==> src/rtl/tile_timer_irq_gen.sv <==
// Per-tile machine timer (mtime/mtimecmp) and software interrupt (msip) behind a
// single-outstanding register port. Optional macro TILE_TIMER_RTC_SYNC_EN adds an rtc_i synchronizer.
module tile_timer_irq_gen #(
   parameter int unsigned AddrWidth = 16,
   parameter int unsigned TimeIncr  = 1
) (
   input  logic                 clk_i,
   input  logic                 rst_ni,
   input  logic                 rtc_i,
   input  logic                 req_valid_i,
   output logic                 req_ready_o,
   input  logic                 req_we_i,
   input  logic [AddrWidth-1:0] req_addr_i,
   input  logic [7:0]           req_be_i,
   input  logic [63:0]          req_wdata_i,
   output logic                 rsp_valid_o,
   input  logic                 rsp_ready_i,
   output logic [63:0]          rsp_rdata_o,
   output logic                 rsp_err_o,
   output logic                 time_irq_o,
   output logic                 ipi_o
);

   typedef enum logic {IDLE = 1'b0, RESP = 1'b1} state_e;

   state_e      state_q, state_d;
   logic [63:0] mtime_q, mtime_d;
   logic [63:0] mtimecmp_q, mtimecmp_d;
   logic        msip_q, msip_d;
   logic        irq_q, irq_d;
   logic [63:0] rsp_rdata_q, rsp_rdata_d;
   logic        rsp_err_q, rsp_err_d;
   logic        rtc_s, rtc_prev_q, tick;

   // ---------------- rtc edge detection ----------------
`ifdef TILE_TIMER_RTC_SYNC_EN
   logic [1:0] rtc_sync_q;
   always_ff @(posedge clk_i or negedge rst_ni) begin
      if (!rst_ni) begin
         rtc_sync_q <= 2'b00;
         rtc_prev_q <= 1'b0;
      end else begin
         rtc_sync_q <= {rtc_sync_q[0], rtc_i};
         rtc_prev_q <= rtc_sync_q[1];
      end
   end
   assign rtc_s = rtc_sync_q[1];
`else
   always_ff @(posedge clk_i or negedge rst_ni) begin
      if (!rst_ni) rtc_prev_q <= 1'b0;
      else         rtc_prev_q <= rtc_i;
   end
   assign rtc_s = rtc_i;
`endif

   assign tick = rtc_s & ~rtc_prev_q;

   // ---------------- address decode ----------------
   logic       hi_err, unmapped, acc, unused_addr;
   logic [1:0] sel;

   if (AddrWidth > 5) begin : g_hi
      assign hi_err = |req_addr_i[AddrWidth-1:5];
   end else begin : g_nohi
      assign hi_err = 1'b0;
   end

   assign sel         = req_addr_i[4:3];
   assign unmapped    = hi_err | (sel == 2'd3);
   assign acc         = (state_q == IDLE) & req_valid_i;
   assign unused_addr = ^req_addr_i[2:0];

   // ---------------- register file next state ----------------
   logic [63:0] rmux;

   always_comb begin
      mtime_d    = tick ? (mtime_q + 64'(TimeIncr)) : mtime_q;
      mtimecmp_d = mtimecmp_q;
      msip_d     = msip_q;
      // Written mtime bytes override the tick; unwritten ones keep the ticked value.
      if (acc && req_we_i && !unmapped) begin
         case (sel)
            2'd0: if (req_be_i[0]) msip_d = req_wdata_i[0];
            2'd1: for (int b = 0; b < 8; b++)
                     if (req_be_i[b]) mtimecmp_d[8*b +: 8] = req_wdata_i[8*b +: 8];
            2'd2: for (int b = 0; b < 8; b++)
                     if (req_be_i[b]) mtime_d[8*b +: 8] = req_wdata_i[8*b +: 8];
            default: ;
         endcase
      end
      irq_d = (mtime_d >= mtimecmp_d);
   end

   always_comb begin
      rmux = 64'd0;
      case (sel)
         2'd0:    rmux = {63'd0, msip_q};
         2'd1:    rmux = mtimecmp_q;
         2'd2:    rmux = mtime_q;
         default: rmux = 64'd0;
      endcase
      if (unmapped) rmux = 64'd0;
   end

   always_comb begin
      rsp_rdata_d = rsp_rdata_q;
      rsp_err_d   = rsp_err_q;
      if (acc) begin
         rsp_rdata_d = req_we_i ? 64'd0 : rmux;
         rsp_err_d   = unmapped;
      end else if (state_q == RESP && rsp_ready_i) begin
         rsp_rdata_d = 64'd0;
         rsp_err_d   = 1'b0;
      end
   end

   always_ff @(posedge clk_i or negedge rst_ni) begin
      if (!rst_ni) begin
         mtime_q     <= 64'd0;
         mtimecmp_q  <= '1;
         msip_q      <= 1'b0;
         irq_q       <= 1'b0;
         rsp_rdata_q <= 64'd0;
         rsp_err_q   <= 1'b0;
      end else begin
         mtime_q     <= mtime_d;
         mtimecmp_q  <= mtimecmp_d;
         msip_q      <= msip_d;
         irq_q       <= irq_d;
         rsp_rdata_q <= rsp_rdata_d;
         rsp_err_q   <= rsp_err_d;
      end
   end

   // ---------------- port FSM ----------------
   always_ff @(posedge clk_i or negedge rst_ni) begin
      if (!rst_ni) state_q <= IDLE;
      else         state_q <= state_d;
   end

   always_comb begin
      state_d = state_q;
      case (state_q)
         IDLE:    if (req_valid_i) state_d = RESP;
         RESP:    if (rsp_ready_i) state_d = IDLE;
         default: state_d = IDLE;
      endcase
   end

   always_comb begin
      req_ready_o = (state_q == IDLE);
      rsp_valid_o = (state_q == RESP);
   end

   assign rsp_rdata_o = rsp_rdata_q;
   assign rsp_err_o   = rsp_err_q;
   assign time_irq_o  = irq_q;
   assign ipi_o       = msip_q;

endmodule

==> config.mk <==
export PLATFORM = sky130hd
export DESIGN_NAME = tile_timer_irq_gen
export DESIGN_NICKNAME = d
export VERILOG_FILES = /design/src/rtl/tile_timer_irq_gen.sv
export SDC_FILE = /design/constraint.sdc
export NUM_CORES = 1
export LEC_CHECK = 0
export BUFFER_PORTS_ARGS = -buffer_cell sky130_fd_sc_hd__buf_2
export CAP_MARGIN = 15
export CORE_AREA = 2 2 144 146
export CTS_BUF_LIST = sky130_fd_sc_hd__clkbuf_8 sky130_fd_sc_hd__clkbuf_16
export CTS_CLUSTER_SIZE = 40
export DETAILED_ROUTE_END_ITERATION = 8
export DIE_AREA = 0 0 146 148
export PLACE_DENSITY = 0.88
export SYNTH_ARGS = -nofsm -noshare
export SYNTH_HDL_FRONTEND = slang
export SYNTH_SLANG_ARGS = --single-unit
export TNS_END_PERCENT = 10
==> constraint.sdc <==
create_clock -name clk_i -period 5.1 [get_ports clk_i]
set_input_delay 0.51 -clock clk_i [delete_from_list [all_inputs] [get_ports clk_i]]
set_output_delay 0.51 -clock clk_i [all_outputs]
set_load 0.02 [all_outputs]
==> results.md, run 1 <==
- Status: finished, final reports clean
- Final-report max-slew violation count: 0
- Critical path capture point type: register
- Die area: 21600 sq um
- CP Class: reg -> reg
- Via count: 8775
- CP arrival: 4550 ps
- Layout cell share with drive strength beyond 1: 0.268
- WL final: 27400 um
- Crit path launch: rtc_prev_q
- PD cells: 269 nW/um^2
- M1 GR Usage: 0.325
- Largest net degree at the start of global routing: 107
- Synth async-reset ratio: 1.00
- Pleak: 5.52 nW
- Gpl congestion: 0.905
- Area delta synth->final: 14.6%
- Worst path slowest cell: and3_1
- Fin crit period: 4240 ps
- Yosys warning count: 0
- Antenna Nets Post-Route: 0
- Met3 GRT Util: 0.0488
- DRC errors left: 0
- I/O Pins: 163
- Number of enable flip-flop cells after synthesis: 0
- Multi-input logic area: 5350 sq um
- Setup TNS: 0 ps
- CP Launch Type: register
- Worst-path cell chain: nand2b_1 -> nor4_4 -> and3_1 -> nand3_1 -> xor2_1 -> o21ai_0 -> ha_1 -> a21oi_1 -> o21ai_0 -> a2111oi_0 -> nor3b_1 -> nor4_1 -> a21oi_1
- Total CTS buffers: 17
- Core box area: 20000 sq um
- Post-DP HPWL: 19300 um
- Initial antenna violation count: 0
- Reg-to-reg endpoint: time_irq_o
- Global-route wire length before repair: 44500 um
- Finished Layout Cells: 1521
- Detailed-route wire length per cell: 18.0 um
- Worst path required time: 5410 ps
- Average size of a mapped cell: 9.82 sq um
- Syn_nets: 1267
- Total Nets Final: 1397
- Root buffer cell: clkbuf_16
- Post-CTS Hold Buffers: 0
- Predominant post-synthesis flop cell: dfrtp_1
- Maximum VDD drop: 0.214 mV
- Via density: 5.77
- Post-synthesis sequential area ratio: 0.460
- Final hold vios: 0
- Starting Density: 0.543
- M2 GR Usage: 0.450
- CTS tree: built
- Fill cell count: 1678
- PortBufs: 159
- Postcts setup bufs: 0
- Post-cts sizing count: 0
- Skew final: 13.0 ps
- All-Layer GR Usage: 0.257
- Clk slew on worst S/H paths: 70 ps
- Crit-path max cell delay: 590 ps
- Cell count after synthesis: 1108
- Grt ovf: 0
- Vias in the first global route: 8958
- DR pass1 iterations: 5
- Worst min-delay path category: in -> async
- Clock Sinks: 197
- Std cell rows: 52
- # diodes: 0
- Fmax achieved: 0.236 GHz
- Number of H-tree levels: 4
- Library cells used by synthesis: 54
- Synth Cell Area: 10900 sq um
- Reg area: 5010 sq um
- Critical path fanouts, max: 11
- # Max-Cap Violations: 0
- Seq cells post-synth: 197
- Most frequent cells in the layout: buf_2 (158), nand2_1 (152), dfrtp_1 (133)
- Max clock buf depth: 2
- Flop2flop setup slack: 860 ps
- FF-to-FF Start: rtc_prev_q
- R2R cell count: 13
- Clk_lat worst skew: 440 ps
- Rel. slew slack: 0.434
- Worst slew pin tran: 850 ps
- CP Capture Point: time_irq_o
- GR peak layer: met2
- Most common cell after layout, fill and taps aside: buf_2
- DRT iter0 DRCs: 544
- Final period util: 0.832
- # placed instances: 1489
- Worst Hold Slack: 158 ps
- Die Y: 148 um
- RSZ-0062 raised after global routing: no
- Die width: 146 um
- Final setup vio count: 0
[per-stage QoR]
step,instance area (sq um),utilization,total power [mW],setup WS (ps)
6_report,12500,0.623,3.35,859
5_1_grt,12500,0.623,3.47,673
4_1_cts,12500,0.623,3.38,894
3_5_place_dp,11800,0.591,1.94,754
3_3_place_gp,11800,0.591,1.93,965
2_1_floorplan,10900,-,1.80,1710
[power by group]
group | leakage [nW] | internal [mW] | total, mW | switching (mW)
logic | 2.73 | 0.101 | 0.282 | 0.181
registers | 2.49 | 1.59 | 1.63 | 0.0393
clock network | 0.300 | 0.824 | 1.44 | 0.618
total | 5.52 | 2.52 | 3.35 | 0.838
[worst min path at each step]
stage | from | depth (start not counted) | slack, ps | endpoint
after floorplan | rst_ni | 0 | 210 | ipi_o
after global placement | rsp_rdata_o[51] | 2 | 460 | rsp_rdata_o[51]
after detailed placement | rsp_rdata_o[61] | 2 | 460 | rsp_rdata_o[61]
after CTS | rst_ni | 1 | 200 | rsp_rdata_o[5]
after global routing | rtc_i | 1 | 220 | rtc_prev_q
final | rst_ni | 1 | 160 | rsp_rdata_o[5]
[state kept, by name (all words and copies together), names as in the netlist]
| name | count |
|---|---|
| mtimecmp_q | 64 |
| rsp_rdata_o | 64 |
| rtc_prev_q | 1 |
| ipi_o | 1 |
| time_irq_o | 1 |
| rsp_err_o | 1 |
| mtime_q | 64 |
| rsp_valid_o | 1 |
[synthesized netlist by cell type, types with 2 or more instances]
library cell  number  area (sq um)
o21ai_2            3          26.3
mux2_2            53           597
dfstp_2           64          1680
nor3_1            16          80.1
a21o_1             5          37.5
and2_1            16           100
nor4_4             2          42.5
buf_4             11          82.6
a211oi_1           5          37.5
nor2_1            40           150
nand2_1          152           571
a21oi_1           39           195
nor4_2             4          50.1
o21ai_0          107           536
and4_1            14           123
inv_1             70           263
or3_1              2          12.5
a22oi_1           63           473
xor2_1            26           228
nand3b_1           2          15.0
ha_1              65           813
nor4_1             9          56.3
nand4_1           24           150
xnor2_1           37           324
dfrtp_1          133          3330
nand3_2            2          20.0
o21ai_1           15          75.1
mux2i_1           15           150
nor2b_1            7          43.8
buf_2             15          75.1
o211ai_1           2          15.0
clkbuf_1          30           113
nand3_1           28           140
and3_1            11          68.8
a41oi_1            2          17.5
[layer usage]
layer,up-vias,part of all wire
li1,4161,-
met3,39,0.064
met1,4275,0.42
met4,0,0.019
met5,-,0
met2,300,0.50
[cell type report]
| cell class | instances | area share |
|---|---|---|
| tap | 270 | 0.0271 |
| multi-input combinational | 784 | 0.429 |
| inverter | 70 | 0.0211 |
| sequential | 197 | 0.402 |
| clock buffer | 17 | 0.0341 |
| timing repair buffer | 168 | 0.0709 |
| clock inverter | 15 | 0.0161 |
[critical path, delay by kind of cell, from the launching register on]
family | cells | cell delay [ps]
adders and majority gates | 1 | 300
xor gates and xnor gates | 1 | 180
and+or+nand+nor | 6 | 1990
AOI/OAI and AO/OA | 5 | 1240
DFF | 1 | 380
[cell families (layout without fill, tap and decap cells)]
| kind of cell | after synthesis | in the layout | share of synthesized area |
|---|---|---|---|
| buffers and inverters | 127 | 270 | 0.0500 |
| XOR/XNOR | 63 | 63 | 0.0507 |
| multiplexers | 68 | 68 | 0.0686 |
| AO/OA/AOI/OAI | 247 | 247 | 0.134 |
| flip-flops | 197 | 197 | 0.460 |
| adder cells (fa/ha/maj) | 65 | 65 | 0.0747 |
| AND/OR/NAND/NOR | 341 | 341 | 0.161 |
Power figures use the tool's default switching activity.
==> run 2, diff against run 1 <==
==> constraint.sdc (replaced) <==
create_clock -name clk_i -period 4.1 [get_ports clk_i]
set_input_delay 0.41 -clock clk_i [delete_from_list [all_inputs] [get_ports clk_i]]
set_output_delay 0.41 -clock clk_i [all_outputs]
set_load 0.02 [all_outputs]
==> run 2 against run 1 <==
Die area did not move. Via count up 3.2%. Fmax up 9.9%. Clock power is 17% higher. Sequential share of layout area shrank 0.25 points. Setup slack got worse by 620 ps. Sequential power increased by 25%. Critical path depth is the same. Critical path type unchanged.
==> results.md, run 2 (synthesis results as in run 1) <==
- Die Y: 148 um (unchanged)
- CP Class: reg -> reg (unchanged)
- Status: finished, final reports clean (unchanged)
- Flop2flop setup slack: 240 ps (was 860 ps)
- DRC errors left: 0 (unchanged)
- RSZ-0062 raised after global routing: no (unchanged)
- Post-DP HPWL: 19600 um (was 19300 um)
- Final-report max-slew violation count: 0 (unchanged)
- DRT iter0 DRCs: 575 (was 544)
- Post-CTS Hold Buffers: 0 (unchanged)
- Share of total power in sequential cells: 0.499 (was 0.486)
- Worst-path cell chain: nand3_1 -> nor4_4 -> nand3_2 -> buf_4 -> nor3_1 -> xnor2_1 -> o21ai_1 -> ha_1 -> nand4_1 -> nor3_1 -> nor3b_1 -> nor4_1 -> a21oi_1 (was nand2b_1 -> nor4_4 -> and3_1 -> nand3_1 -> xor2_1 -> o21ai_0 -> ha_1 -> a21oi_1 -> o21ai_0 -> a2111oi_0 -> nor3b_1 -> nor4_1 -> a21oi_1)
- Worst path required time: 4460 ps (was 5410 ps)
- Final hold vios: 0 (unchanged)
- Std cell rows: 52 (unchanged)
- Most frequent cells in the layout: buf_2 (158), nand2_1 (152), dfrtp_1 (133) (unchanged)
- Worst path slowest cell: nor3b_1 (was and3_1)
- Total CTS buffers: 17 (unchanged)
- Vias in the first global route: 9087 (was 8958)
- Die width: 146 um (unchanged)
- Final period util: 0.941 (was 0.832)
- CP Capture Point: time_irq_o (unchanged)
- CP arrival: 4220 ps (was 4550 ps)
- Critical path fanouts, max: 11 (unchanged)
- Clk_lat worst skew: 440 ps (about the same)
- Global-route wire length before repair: 45800 um (was 44500 um)
- Fin crit period: 3860 ps (was 4240 ps)
- FF-to-FF Start: mtime_q[10] (was rtc_prev_q)
- NetSw: 1.01 mW (was 0.838 mW)
- Grt ovf: 0 (unchanged)
- Number of H-tree levels: 4 (unchanged)
- Worst min-delay path category: in -> async (unchanged)
- Critical path capture point type: register (unchanged)
- Clock Sinks: 197 (unchanged)
- Root buffer cell: clkbuf_16 (unchanged)
- PortBufs: 159 (unchanged)
- Setup TNS: 0 ps (unchanged)
- Layout cell share with drive strength beyond 1: 0.274 (was 0.268)
- Via count: 9053 (was 8775)
- Via density: 5.89 (was 5.77)
- Worst slew pin tran: 933 ps (was 850 ps)
- Detailed-route wire length per cell: 18.3 um (was 18.0 um)
- Gate power share: 0.086 (was 0.084)
- Area delta synth->final: 15.4% (was 14.6%)
- Most common cell after layout, fill and taps aside: buf_2 (unchanged)
- Max clock buf depth: 2 (unchanged)
- PD cells: 324 nW/um^2 (was 269 nW/um^2)
- Power, Total: 4.07 mW (was 3.35 mW)
- Fmax achieved: 0.259 GHz (was 0.236 GHz)
- R2R cell count: 13 (unchanged)
- Switching fraction of total power: 0.248 (was 0.250)
- Largest net degree at the start of global routing: 114 (was 107)
- Crit path launch: mtime_q[10] (was rtc_prev_q)
- Pleak: 5.59 nW (was 5.52 nW)
- Maximum VDD drop: 0.295 mV (was 0.214 mV)
- Gpl congestion: 0.906 (was 0.905)
- Total Nets Final: 1411 (was 1397)
- Starting Density: 0.543 (unchanged)
- All-Layer GR Usage: 0.264 (was 0.257)
- Cell mode on critical path: nor3_1
- # placed instances: 1500 (was 1489)
- Clock power frac: 0.415 (was 0.430)
- Finished Layout Cells: 1537 (was 1521)
- Final setup vio count: 0 (unchanged)
- CP Launch Type: register (unchanged)
- DR pass1 iterations: 5 (unchanged)
- # Max-Cap Violations: 0 (unchanged)
- Die area: 21600 sq um (unchanged)
- I/O Pins: 163 (unchanged)
- Crit-path max cell delay: 450 ps (was 590 ps)
- Internal: 3.06 mW (was 2.52 mW)
- Core box area: 20000 sq um (unchanged)
- Rel. slew slack: 0.378 (was 0.434)
- CTS tree: built (unchanged)
- Initial antenna violation count: 2 (was 0)
- WL final: 28100 um (was 27400 um)
- Skew final: 8.27 ps (was 13.0 ps)
- Clk slew on worst S/H paths: 70 ps (about the same)
- Antenna Nets Post-Route: 0 (unchanged)
- Reg-to-reg endpoint: time_irq_o (unchanged)
## run 2: area by class of cell
cell class	instances	area, sq um
repair buffers	182	990
well taps	270	338
flip-flops and latches	197	5010
clock inverters	11	111
inverters	70	263
multi-input cells	784	5360
clock buffers	21	480
fillers	1629	7490
diodes	2	5.00
## run 2: through the flow
| step | hold slack (ps) | cell area, sq um | util | setup slack, ps |
|---|---|---|---|---|
| finish | 81.0 | 12600 | 0.626 | 241 |
| global route | 107 | 12600 | 0.626 | 18.0 |
| floorplan | 114 | 10900 | - | 806 |
| detailed placement | 465 | 11900 | 0.595 | 142 |
| global placement | 456 | 11900 | 0.595 | 154 |
| CTS | 101 | 12500 | 0.625 | 206 |
## run 2: per-layer routing
metal,share of wire,vias to the layer above,global-route usage
met5,0,-,0
met4,0.017,0,0.0728
met3,0.070,44,0.0506
met2,0.49,375,0.455
met1,0.42,4436,0.343
li1,-,4198,-
## run 2: worst max-delay path, delay by kind of cell (launching register included)
kind            cells  cell delay (ps)
simple gates        8             2330
flops               1              420
fa+ha+maj           1              330
buf+inv             1              280
compound gates      2              250
xor+xnor            1              160
## run 2: what timing repair did
action                                  in CTS  in global routing
setup buffers                                0                  3
endpoints found under the setup margin       0                  1
resized for setup                            0                  2
hold endpoints to repair                     0                  0
## run 2: power groups by stage
stage | Combinational [mW] | Sequential (mW) | Clock (mW)
finish | 0.351 | 2.03 | 1.69
global route | 0.392 | 2.03 | 1.80
CTS | 0.354 | 2.03 | 1.71
detailed placement | 0.350 | 2.06 | 0
global placement | 0.337 | 2.06 | 0
floorplan | 0.181 | 2.06 | 0
## run 2: worst min path at each step
stage                          from               to
detailed placement   rsp_rdata_o[6]   rsp_rdata_o[6]
global route                  rtc_i       rtc_prev_q
global placement    rsp_rdata_o[61]  rsp_rdata_o[61]
CTS                           rtc_i       rtc_prev_q
floorplan                    rst_ni            ipi_o
finish                       rst_ni   rsp_rdata_o[4]
==> run 3, diff against run 2 <==
--- a/config.mk
+++ b/config.mk
@@ -5,14 +5,15 @@
 export SDC_FILE = /design/constraint.sdc
 export NUM_CORES = 1
 export LEC_CHECK = 0
+export ABC_AREA = 1
 export BUFFER_PORTS_ARGS = -buffer_cell sky130_fd_sc_hd__buf_2
 export CAP_MARGIN = 15
-export CORE_AREA = 2 2 144 146
+export CORE_AREA = 2 2 155 157
 export CTS_BUF_LIST = sky130_fd_sc_hd__clkbuf_8 sky130_fd_sc_hd__clkbuf_16
 export CTS_CLUSTER_SIZE = 40
 export DETAILED_ROUTE_END_ITERATION = 8
-export DIE_AREA = 0 0 146 148
-export PLACE_DENSITY = 0.88
+export DIE_AREA = 0 0 157 159
+export PLACE_DENSITY = 0.87
 export SYNTH_ARGS = -nofsm -noshare
 export SYNTH_HDL_FRONTEND = slang
 export SYNTH_SLANG_ARGS = --single-unit
==> run 3 against run 2 <==
Register-to-register slack improved by 210 ps. Sequential share of layout area down 5.2 points. Total power rose by 5.1%. Setup slack better by 210 ps. Global-route usage up 4.9 points. Combinational power up 60%. Cell area rose by 15%. Synthesized cell count increased by 63%. Largest power group unchanged. Highest routed layer unchanged.
==> results.md, run 3 <==
- Antenna Nets Post-Route: 0 (unchanged)
- Final period util: 0.890 (was 0.941)
- Number of H-tree levels: 4 (unchanged)
- # diodes: 0 (was 2)
- Post-synthesis sequential area ratio: 0.396 (was 0.460)
- R2R cell count: 19 (was 13)
- Worst Hold Slack: 16.4 ps (was 81.0 ps)
- Post-DP HPWL: 29000 um (was 19600 um)
- Flop2flop setup slack: 450 ps (was 240 ps)
- Area delta synth->final: 14.2% (was 15.4%)
- CP Capture Point: time_irq_o (unchanged)
- Crit-path max cell delay: 600 ps (was 450 ps)
- CP arrival: 3980 ps (was 4220 ps)
- Library cells used by synthesis: 39 (was 54)
- Post-CTS Hold Buffers: 0 (unchanged)
- Maximum VDD drop: 0.258 mV (was 0.295 mV)
- DRC errors left: 0 (unchanged)
- Detailed-route wire length per cell: 16.5 um (was 18.3 um)
- Critical path capture point type: register (unchanged)
- Average size of a mapped cell: 7.00 sq um (was 9.82 sq um)
- Clk_lat worst skew: 460 ps (was 440 ps)
- Seq cells post-synth: 197 (unchanged)
- Reg-to-reg endpoint: time_irq_o (unchanged)
- Number of enable flip-flop cells after synthesis: 0 (unchanged)
- Std cell rows: 56 (was 52)
- Crit path launch: mtime_q[0] (was mtime_q[10])
- Via count: 12500 (was 9053)
- Die area: 25000 sq um (was 21600 sq um)
- Core box area: 23200 sq um (was 20000 sq um)
- Die Y: 159 um (was 148 um)
- Fin crit period: 3650 ps (was 3860 ps)
- Postcts setup bufs: 0 (unchanged)
- Power, Total: 4.27 mW (was 4.07 mW)
- Post-cts sizing count: 0 (unchanged)
- Yosys top cell by area: dfrtp_1 (unchanged)
- Pleak: 7.93 nW (was 5.59 nW)
- DRT iter0 DRCs: 1295 (was 575)
- Synth cell count leaders: nand2_1 (463), inv_1 (375), nand3_1 (165), o21ai_0 (146), nor2_1 (135) (was nand2_1 (152), dfrtp_1 (133), o21ai_0 (107), inv_1 (70), ha_1 (65))
- CP Launch Type: register (unchanged)
- Root buffer cell: clkbuf_16 (unchanged)
- Final setup vio count: 0 (unchanged)
- RSZ-0062 raised after global routing: no (unchanged)
- All-Layer GR Usage: 0.313 (was 0.264)
- Worst min-delay path category: in -> async (unchanged)
- FF-to-FF Start: mtime_q[0] (was mtime_q[10])
- WL final: 38000 um (was 28100 um)
- Cell count after synthesis: 1807 (was 1108)
- # Max-Cap Violations: 0 (unchanged)
- Share of total power in sequential cells: 0.476 (was 0.499)
- Synth Cell Area: 12700 sq um (was 10900 sq um)
- PD cells: 296 nW/um^2 (was 324 nW/um^2)
- Clock power frac: 0.393 (was 0.415)
- Die width: 157 um (was 146 um)
- Initial antenna violation count: 0 (was 2)
- Final-report max-slew violation count: 0 (unchanged)
- Clk slew on worst S/H paths: 80 ps (was 70 ps)
- CTS tree: built (unchanged)
- Fmax achieved: 0.274 GHz (was 0.259 GHz)
- Largest net degree at the start of global routing: 108 (was 114)
- Predominant post-synthesis flop cell: dfrtp_1 (unchanged)
- Area share of the leading cell type in the synthesized netlist: 0.263 (was 0.306)
- Max clock buf depth: 2 (unchanged)
- Internal: 3.00 mW (was 3.06 mW)
- Setup TNS: 0 ps (unchanged)
- Synth async-reset ratio: 1.00 (unchanged)
- Starting Density: 0.546 (was 0.543)
- Rel. slew slack: 0.380 (was 0.378)
- Gpl congestion: 1.03 (was 0.906)
- Skew final: 14.4 ps (was 8.27 ps)
- Dominant cells by area after synthesis: dfrtp_1 (26%), nand2_1 (14%), dfstp_2 (13%) (was dfrtp_1 (31%), dfstp_2 (15%), ha_1 (7.5%))
- Total CTS buffers: 17 (unchanged)
- Status: finished, final reports clean (unchanged)
- Switching fraction of total power: 0.298 (was 0.248)
- DR pass1 iterations: 6 (was 5)
- Worst-path cell chain: ha_1 -> nand3_1 -> nor2_1 -> nand2_1 -> inv_1 -> nand2_1 -> nor2_1 -> nand2_1 -> nand2_1 -> nand3_1 -> o21ai_0 -> inv_1 -> ha_1 -> a21oi_1 -> o21ai_0 -> a21oi_1 -> nor2_1 -> nor2_1 -> nand3_1 (was nand3_1 -> nor4_4 -> nand3_2 -> buf_4 -> nor3_1 -> xnor2_1 -> o21ai_1 -> ha_1 -> nand4_1 -> nor3_1 -> nor3b_1 -> nor4_1 -> a21oi_1)
- Via density: 5.43 (was 5.89)
- Clock Sinks: 197 (unchanged)
- Yosys warning count: 0 (unchanged)
- Worst path required time: 4430 ps (was 4460 ps)
- Global-route wire length before repair: 61900 um (was 45800 um)
- Fill cell count: 2035 (was 1629)
- Most frequent cells in the layout: nand2_1 (461), inv_1 (375), nand3_1 (165) (was buf_2 (158), nand2_1 (152), dfrtp_1 (133))
- Final hold vios: 0 (unchanged)
- Fin util: 0.623 (was 0.626)
- Finished Layout Cells: 2299 (was 1537)
- I/O Pins: 163 (unchanged)
- CP Class: reg -> reg (unchanged)
- Layout cell share with drive strength beyond 1: 0.160 (was 0.274)
- Most common cell after layout, fill and taps aside: nand2_1 (was buf_2)
- NetSw: 1.27 mW (was 1.01 mW)
- Critical path fanouts, max: 8 (was 11)
- Gate power share: 0.131 (was 0.086)
- PortBufs: 159 (unchanged)
- Total Nets Final: 2126 (was 1411)
- Grt ovf: 0 (unchanged)
- Syn_nets: 1966 (was 1267)
- Worst path slowest cell: nor2_1 (was nor3b_1)
- Worst slew pin tran: 930 ps (was 933 ps)
- Vias in the first global route: 12300 (was 9087)
- Count leader, synth: nand2_1 (unchanged)
- # placed instances: 2267 (was 1500)
## run 3: changes by cell type after synthesis, moves of 15 or more
| cell | delta |
|---|---|
| nand2_1 | +311 |
| inv_1 | +305 |
| nand3_1 | +137 |
| nor2_1 | +95 |
| a22oi_1 | -63 |
| mux2_2 | -53 |
| o22ai_1 | +47 |
| o21ai_0 | +39 |
| xnor2_1 | -37 |
| mux2i_1 | -15 |
## run 3: cells by family (layout without fill, tap and decap cells)
group	count (synthesis)	count (layout)	share of synthesized area
AO/OA/AOI/OAI	253	253	0.109
XOR/XNOR	20	20	0.0138
adder cells (fa/ha/maj)	65	65	0.0643
buffers and inverters	431	604	0.129
flip-flops	197	197	0.396
AND/OR/NAND/NOR	841	841	0.288
## run 3: final cells by class
| class | instances | area, sq um | share of cell area |
|---|---|---|---|
| tap | 319 | 399 | 0.0276 |
| clock inverter | 13 | 118 | 0.00814 |
| sequential | 197 | 5010 | 0.347 |
| clock buffer | 19 | 453 | 0.0313 |
| multi-input combinational | 1179 | 6010 | 0.416 |
| timing repair buffer | 182 | 990 | 0.0685 |
| inverter | 390 | 1470 | 0.101 |
## run 3: through the flow
stage	area (sq um)	worst slack, ps
2_1_floorplan	12700	1370
3_3_place_gp	13900	591
3_5_place_dp	13900	552
4_1_cts	14400	577
5_1_grt	14400	181
6_report	14400	449
## run 3: worst min-delay path by stage
stage / end / cells after the start / start
final: rsp_rdata_o[0] / 1 / rst_ni
after CTS: rsp_rdata_o[0] / 1 / rst_ni
after floorplan: ipi_o / 0 / rst_ni
after global routing: rtc_prev_q / 1 / rtc_i
after global placement: mtimecmp_q[7] / 2 / mtimecmp_q[7]
after detailed placement: mtimecmp_q[15] / 2 / mtimecmp_q[15]
## run 3: routing by layer
layer | track usage | vias up | wire [um]
met4 | 0.131 | 0 | 1480
met1 | 0.424 | 5797 | 16400
met3 | 0.0406 | 99 | 2590
li1 | - | 6044 | -
met2 | 0.507 | 549 | 17500
met5 | 0 | - | 0
## run 3: critical path: cells and delay by family, from the launching register on
family                   cells  cell delay (ps)
adder cells (fa/ha/maj)      2              430
AO/OA/AOI/OAI                4              660
AND/OR/NAND/NOR             11             1740
flip-flops                   1              510
buffers and inverters        2              190
## run 3: power groups by stage
stage	logic [mW]	registers, mW	clock network [mW]
after floorplan	0.331	2.06	0
after global placement	0.532	2.07	0
after detailed placement	0.548	2.07	0
after CTS	0.555	2.03	1.69
after global routing	0.625	2.04	1.77
final	0.561	2.04	1.68
